## src/rtl/mcu_cmd_rx_pkg.sv

```systemverilog
// Shared definitions for the MCU command receiver: deserializer state encoding,
// command byte defaults and status byte codes exchanged with the MCU.
package mcu_cmd_rx_pkg;

    localparam int unsigned DATA_W = 8;
    localparam int unsigned CNT_W  = 16;
    localparam int unsigned BIT_IDX_W = 3;

    typedef enum logic [2:0] {
        ST_IDLE      = 3'd0,
        ST_START     = 3'd1,
        ST_DATA      = 3'd2,
        ST_STOP      = 3'd3,
        ST_WAIT_IDLE = 3'd4
    } rx_state_e;

    // Default command bytes received from the MCU
    localparam logic [DATA_W-1:0] CMD_UPD_SET = 8'h5A;
    localparam logic [DATA_W-1:0] CMD_UPD_CLR = 8'hA5;
    localparam logic [DATA_W-1:0] CMD_RECFG   = 8'h3C;

    // Status byte codes sent back to the MCU
    localparam logic [DATA_W-1:0] STS_ACK    = 8'hAC;
    localparam logic [DATA_W-1:0] STS_READY  = 8'h59;
    localparam logic [DATA_W-1:0] STS_NACK   = 8'hA6;
    localparam logic [DATA_W-1:0] STS_SYNC_A = 8'h55;
    localparam logic [DATA_W-1:0] STS_SYNC_B = 8'hAA;

    typedef enum logic [1:0] {
        DEC_SET     = 2'd0,
        DEC_CLR     = 2'd1,
        DEC_RECFG   = 2'd2,
        DEC_UNKNOWN = 2'd3
    } cmd_dec_e;

    // Classify a received byte; earlier matches win if command bytes collide
    function automatic cmd_dec_e classify_cmd(
        input logic [DATA_W-1:0] b,
        input logic [DATA_W-1:0] set_b,
        input logic [DATA_W-1:0] clr_b,
        input logic [DATA_W-1:0] recfg_b
    );
        cmd_dec_e r;
        if (b == set_b) begin
            r = DEC_SET;
        end else if (b == clr_b) begin
            r = DEC_CLR;
        end else if (b == recfg_b) begin
            r = DEC_RECFG;
        end else begin
            r = DEC_UNKNOWN;
        end
        return r;
    endfunction

endpackage

```

## src/rtl/s_port_byte_in.sv

```systemverilog
// UART byte deserializer (8N1, LSB first) with two-flop input synchronizer,
// mid-bit sampling and framing-error / stuck-low handling.
module s_port_byte_in
    import mcu_cmd_rx_pkg::*;
#(
    parameter int unsigned BIT_CYCLES = 868
) (
    input  logic              clk,
    input  logic              reset,
    input  logic              s_in,
    output logic [DATA_W-1:0] byte_out,
    output logic              byte_out_en,
    output logic              frame_err
);

    localparam logic [CNT_W-1:0] HALF_LAST = CNT_W'(BIT_CYCLES / 2 - 1);
    localparam logic [CNT_W-1:0] FULL_LAST = CNT_W'(BIT_CYCLES - 1);
    localparam logic [BIT_IDX_W-1:0] LAST_BIT = BIT_IDX_W'(DATA_W - 1);

    logic [1:0]           sync_q;
    logic                 rx_s;
    rx_state_e            state_q;
    logic [CNT_W-1:0]     cnt_q;
    logic [BIT_IDX_W-1:0] bit_idx_q;
    logic [DATA_W-1:0]    shift_q;
    logic [DATA_W-1:0]    byte_q;
    logic                 byte_en_q;
    logic                 frame_err_q;

    assign rx_s        = sync_q[1];
    assign byte_out    = byte_q;
    assign byte_out_en = byte_en_q;
    assign frame_err   = frame_err_q;

    // Synchronizer, bit timing and frame state machine
    always_ff @(posedge clk) begin
        if (reset) begin
            sync_q      <= 2'b11;
            state_q     <= ST_IDLE;
            cnt_q       <= '0;
            bit_idx_q   <= '0;
            shift_q     <= '0;
            byte_q      <= '0;
            byte_en_q   <= 1'b0;
            frame_err_q <= 1'b0;
        end else begin
            sync_q      <= {sync_q[0], s_in};
            byte_en_q   <= 1'b0;
            frame_err_q <= 1'b0;

            unique case (state_q)
                ST_IDLE: begin
                    if (!rx_s) begin
                        state_q <= ST_START;
                        cnt_q   <= '0;
                    end
                end

                ST_START: begin
                    if (cnt_q == HALF_LAST) begin
                        cnt_q     <= '0;
                        bit_idx_q <= '0;
                        // A start bit that is gone by mid-bit is a glitch
                        state_q   <= rx_s ? ST_IDLE : ST_DATA;
                    end else begin
                        cnt_q <= cnt_q + CNT_W'(1);
                    end
                end

                ST_DATA: begin
                    if (cnt_q == FULL_LAST) begin
                        cnt_q   <= '0;
                        shift_q <= {rx_s, shift_q[DATA_W-1:1]};
                        if (bit_idx_q == LAST_BIT) begin
                            state_q <= ST_STOP;
                        end else begin
                            bit_idx_q <= bit_idx_q + BIT_IDX_W'(1);
                        end
                    end else begin
                        cnt_q <= cnt_q + CNT_W'(1);
                    end
                end

                ST_STOP: begin
                    if (cnt_q == FULL_LAST) begin
                        cnt_q <= '0;
                        if (rx_s) begin
                            byte_q    <= shift_q;
                            byte_en_q <= 1'b1;
                            state_q   <= ST_IDLE;
                        end else begin
                            frame_err_q <= 1'b1;
                            state_q     <= ST_WAIT_IDLE;
                        end
                    end else begin
                        cnt_q <= cnt_q + CNT_W'(1);
                    end
                end

                ST_WAIT_IDLE: begin
                    // Break or stuck-low line: resume only once it returns high
                    if (rx_s) begin
                        state_q <= ST_IDLE;
                    end
                end

                default: begin
                    state_q <= ST_IDLE;
                    cnt_q   <= '0;
                end
            endcase
        end
    end

endmodule

```

## src/rtl/mcu_cmd_rx.sv

```systemverilog
// MCU command receiver: deserializes bytes from the MCU UART line and decodes
// them into the update flag, reconfiguration request and unknown-command strobe.
module mcu_cmd_rx
    import mcu_cmd_rx_pkg::*;
#(
    parameter int unsigned       BIT_CYCLES = 868,
    parameter logic [DATA_W-1:0] UPD_SET    = CMD_UPD_SET,
    parameter logic [DATA_W-1:0] UPD_CLR    = CMD_UPD_CLR,
    parameter logic [DATA_W-1:0] RECFG_CMD  = CMD_RECFG
) (
    input  logic              clk,
    input  logic              rst,
    input  logic              mcu_rx,
    output logic [DATA_W-1:0] byte_out,
    output logic              byte_out_en,
    output logic              frame_err,
    output logic              update_flag,
    output logic              reconfig_req,
    output logic              cmd_unknown
);

    logic [DATA_W-1:0] rx_byte;
    logic              rx_en;
    logic              rx_ferr;
    logic              update_flag_q;
    logic              reconfig_q;
    logic              unknown_q;

    s_port_byte_in #(
        .BIT_CYCLES (BIT_CYCLES)
    ) u_rx (
        .clk         (clk),
        .reset       (rst),
        .s_in        (mcu_rx),
        .byte_out    (rx_byte),
        .byte_out_en (rx_en),
        .frame_err   (rx_ferr)
    );

    assign byte_out     = rx_byte;
    assign byte_out_en  = rx_en;
    assign frame_err    = rx_ferr;
    assign update_flag  = update_flag_q;
    assign reconfig_req = reconfig_q;
    assign cmd_unknown  = unknown_q;

    // Decode stage acts the cycle after each valid byte strobe
    always_ff @(posedge clk) begin
        if (rst) begin
            update_flag_q <= 1'b0;
            reconfig_q    <= 1'b0;
            unknown_q     <= 1'b0;
        end else begin
            reconfig_q <= 1'b0;
            unknown_q  <= 1'b0;
            if (rx_en) begin
                unique case (classify_cmd(rx_byte, UPD_SET, UPD_CLR, RECFG_CMD))
                    DEC_SET:   update_flag_q <= 1'b1;
                    DEC_CLR:   update_flag_q <= 1'b0;
                    DEC_RECFG: reconfig_q    <= 1'b1;
                    default:   unknown_q     <= 1'b1;
                endcase
            end
        end
    end

endmodule
```

## config.mk

```make
export PLATFORM = sky130hd
export DESIGN_NAME = mcu_cmd_rx
export DESIGN_NICKNAME = d
export VERILOG_FILES = /design/src/rtl/mcu_cmd_rx_pkg.sv /design/src/rtl/s_port_byte_in.sv /design/src/rtl/mcu_cmd_rx.sv
export SDC_FILE = /design/constraint.sdc
export NUM_CORES = 1
export LEC_CHECK = 0
export ABC_AREA = 1
export BUFFER_PORTS_ARGS = -buffer_cell sky130_fd_sc_hd__buf_2
export CAP_MARGIN = 20
export CORE_AREA = 8 8 71 73
export CTS_BUF_LIST = sky130_fd_sc_hd__clkbuf_16
export CTS_CLUSTER_SIZE = 10
export DETAILED_ROUTE_END_ITERATION = 16
export DIE_AREA = 0 0 79 81
export PLACE_DENSITY = 0.89
export SYNTH_ARGS = -nofsm -noshare
export SYNTH_HDL_FRONTEND = slang
export SYNTH_SLANG_ARGS = --single-unit
```

## constraint.sdc

```tcl
create_clock -name clk -period 3 [get_ports clk]
set_input_delay 0.3 -clock clk [delete_from_list [all_inputs] [get_ports clk]]
set_output_delay 0.3 -clock clk [all_outputs]
set_load 0.03 [all_outputs]
```

==> flow_metrics.py <==
metrics = {
    "layout": {
        "final_nets": 344,
        "antenna_cells": 0,
        "final_common_cell": "nand2_1",
        "n_fill_cell": 360,
        "drive_gt1_share_pct": 16.3,
        "layout_common_cells": "nand2_1, inv_1, dfxtp_1",
        "area.growth.synth_to_final_pct": 11.6,
        "final_cell_area_um2": 2540,
    },
    "global_route": {
        "use_met1_pct": 18.0,
        "use_met3_pct": 4.97,
        "use_met2_pct": 28.5,
        "grt_usage_pct": 16.3,
        "grt_pass1_wl_um": 8430,
        "grt_overflow": 0,
        "antenna_found_initial": 0,
        "grt.busiest_layer": "met2",
        "grt_start_max_net_pins": 24,
        "grt_pass1_vias": 1923,
    },
    "clock_network": {
        "root_buffer": "clkbuf_16",
        "clk_pin_slew_ns": 0.06,
        "cts_setup_buffers": 0,
        "htree_levels": 2,
        "cts_sinks": 45,
        "cts_tree": "built",
        "clk_latency_ns": 0.29,
        "cts_buffers": 5,
        "holdBufCountCts": 0,
        "cts_resized": 0,
        "clockBufferDepth": 2,
    },
    "run_status": {
        "run_status": "finished clean",
    },
    "critical_path": {
        "crit_buf_inv": 1,
        "crit_required_ns": 3.17,
        "critPathTopFamily": "simple AND/OR/NAND/NOR gates",
        "start_kind": "flip-flop",
        "max_stage_delay_ns": 0.43,
        "cp_slowest_cell": "dfxtp_1",
        "path_max_fanout": 17,
        "crit_type": "flip-flop to flip-flop",
        "cp_data_arrival_time_ns": 1.82,
        "end_kind": "flip-flop",
        "path_cells": "ha_1 > nand2_1 > nor2_4 > nand2_4 > clkinv_2 > nand3_4 > o21ai_0 > a21oi_1",
        "r2r_slack_ns": 1.35,
    },
    "floorplan": {
        "rows": 23,
        "die_height_um": 81,
        "pin_count": 16,
        "dieArea_um2": 6400,
        "dieWidth_um": 79,
        "coreArea_um2": 3910,
        "start_util_pct": 58.2,
    },
    "yosys": {
        "ys_seq_elements": 45,
        "yosys_warnings": 0,
        "synthesis.instances": 321,
        "ys_types": 35,
        "synth.avg_cell_area_um2": 7.10,
        "syn-cell-area_um2": 2280,
        "syn_nets": 329,
        "yosysSeqAreaShare_pct": 39.5,
    },
    "detailed_routing": {
        "vias_per_cell": 5.42,
        "drtIter0Drc": 157,
        "wl_per_cell_um": 13.2,
        "firstDrtPassIters": 5,
        "drc": 0,
        "vias": 2097,
        "drt_wl_total_um": 5100,
        "ant_nets": 0,
    },
    "timing": {
        "hold_viol": 0,
        "max_freq_mhz": 607,
        "layout_setup_ws_ns": 1.35,
        "setup_violations": 0,
        "finalCriticalPeriod_ns": 1.65,
        "tightest_slew_ns": 0.591,
        "period_share_pct": 54.9,
        "maxSlewHeadroom_pct": 60.6,
        "grt_setup_unrepaired": "no",
        "finalMaxSlewViolations": 0,
        "final.setup_skew_ns": 0.00550,
        "tns_ns": 0,
    },
    "place": {
        "dpl.hpwl_um": 3680,
        "dpl_cell_area_um2": 2370,
        "dp_slack_ns": 1.39,
        "finalWeightedCongestion": 0.908,
        "port_buffers": 15,
    },
    "hold_path": {
        "hold_class": "primary input to flip-flop",
    },
    "pwr": {
        "swShare_pct": 35.9,
        "p_int_mw": 1.22,
        "power_frac_seq_pct": 36.7,
        "power_switching_mw": 0.681,
        "comb_power_share_pct": 30.0,
        "ir_worst_vdd_v": 0.000617,
        "total_power_mw": 1.90,
        "p_clk_share_pct": 33.3,
        "pwr_density_cell_nw_per_um2": 745,
        "p_leak_nw": 1.05,
    },
    "flow_run": {
        "maxCapViolations": 0,
    },
}
[worst register-to-register path, stage by stage (launching register included)]
cell,delay (ns)
dfxtp_1,0.43
ha_1,0.21
nand2_1,0.09
nor2_4,0.13
nand2_4,0.08
clkinv_2,0.09
nand3_4,0.17
o21ai_0,0.27
a21oi_1,0.08
[state kept, by name, summed over array words and instances, names as in the netlist]
signal,flops
cmd_unknown,1
u_rx.frame_err,1
update_flag,1
reconfig_req,1
u_rx.sync_q,2
u_rx.shift_q,8
u_rx.byte_out_en,1
u_rx.byte_out,8
u_rx.cnt_q,16
u_rx.state_q,3
u_rx.bit_idx_q,3
[layout make-up]
cell class | instances | area (um2) | area share (%)
Clock buffer | 5 | 125 | 4.92
Inverter | 56 | 213 | 8.36
Sequential cell | 45 | 901 | 35.4
Clock inverter | 3 | 46.3 | 1.82
Timing Repair Buffer | 15 | 75.1 | 2.95
Tap cell | 50 | 62.6 | 2.46
Multi-Input combinational cell | 213 | 1120 | 44.1
[path summary, 6_finish.rpt]
kind / start / to / depth (start not counted)
worst max-delay path: u_rx.cnt_q[0]$_SDFFE_PP0P_ / u_rx.byte_out[6]$_SDFFE_PP0P_ / 8
worst min-delay path: mcu_rx / u_rx.sync_q[0]$_SDFF_PP1_ / 2
worst max register to register: u_rx.cnt_q[0]$_SDFFE_PP0P_ / u_rx.byte_out[6]$_SDFFE_PP0P_ / 8
worst min register to register: u_rx.sync_q[0]$_SDFF_PP1_ / u_rx.sync_q[1]$_SDFF_PP1_ / 1
[cells in the mapped netlist (all sizes together)]
master / number / share of area (%)
nand2: 67 / 12
inv: 54 / 8.9
dfxtp: 45 / 40
nor2: 39 / 7.3
a21oi: 25 / 5.7
nand3: 22 / 5.4
o21ai: 21 / 4.9
nand4: 9 / 2.5
nor3: 6 / 2.0
xor2: 6 / 2.3
ha: 5 / 2.7
buf: 4 / 1.4
or2: 4 / 1.1
clkbuf: 3 / 0.49
clkinv: 2 / 0.44
nor4: 2 / 0.55
xnor2: 2 / 0.77
nand3b: 1 / 0.33
nor3b: 1 / 0.33
o211ai: 1 / 0.33
o21bai: 1 / 0.33
o22ai: 1 / 0.27
[cell families (layout without fill, tap and decap cells)]
| logic type | Yosys count | in the layout | synth area share [%] |
|---|---|---|---|
| xor gates and xnor gates | 8 | 8 | 3.07 |
| AOI/OAI and AO/OA | 49 | 49 | 11.5 |
| adders and majority gates | 5 | 5 | 2.74 |
| DFF | 45 | 45 | 39.5 |
| buffers and inverters | 63 | 79 | 11.3 |
| and+or+nand+nor | 151 | 151 | 31.9 |
[stage by stage]
step	cells	util (%)	hold WS [ns]
finish	387	65.0	0.203
floorplan	321	-	0.389
global route	387	65.0	0.201
global placement	379	60.6	0.406
detailed placement	379	60.6	0.408
CTS	387	65.0	0.204
[layer usage]
| layer | vias to the layer above | wire length, um |
|---|---|---|
| met2 | 77 | 2550 |
| met3 | 16 | 331 |
| li1 | 1042 | - |
| met1 | 962 | 2080 |
| met5 | - | 0 |
| met4 | 0 | 133 |
[power by group through the flow]
stage / logic, mW / clock network (mW) / registers (mW)
after CTS: 0.568 / 0.636 / 0.695
after global placement: 0.547 / 0 / 0.702
final: 0.569 / 0.632 / 0.696
after global routing: 0.634 / 0.661 / 0.701
after floorplan: 0.469 / 0 / 0.697
after detailed placement: 0.559 / 0 / 0.709
(Power assumes the default switching activity.)
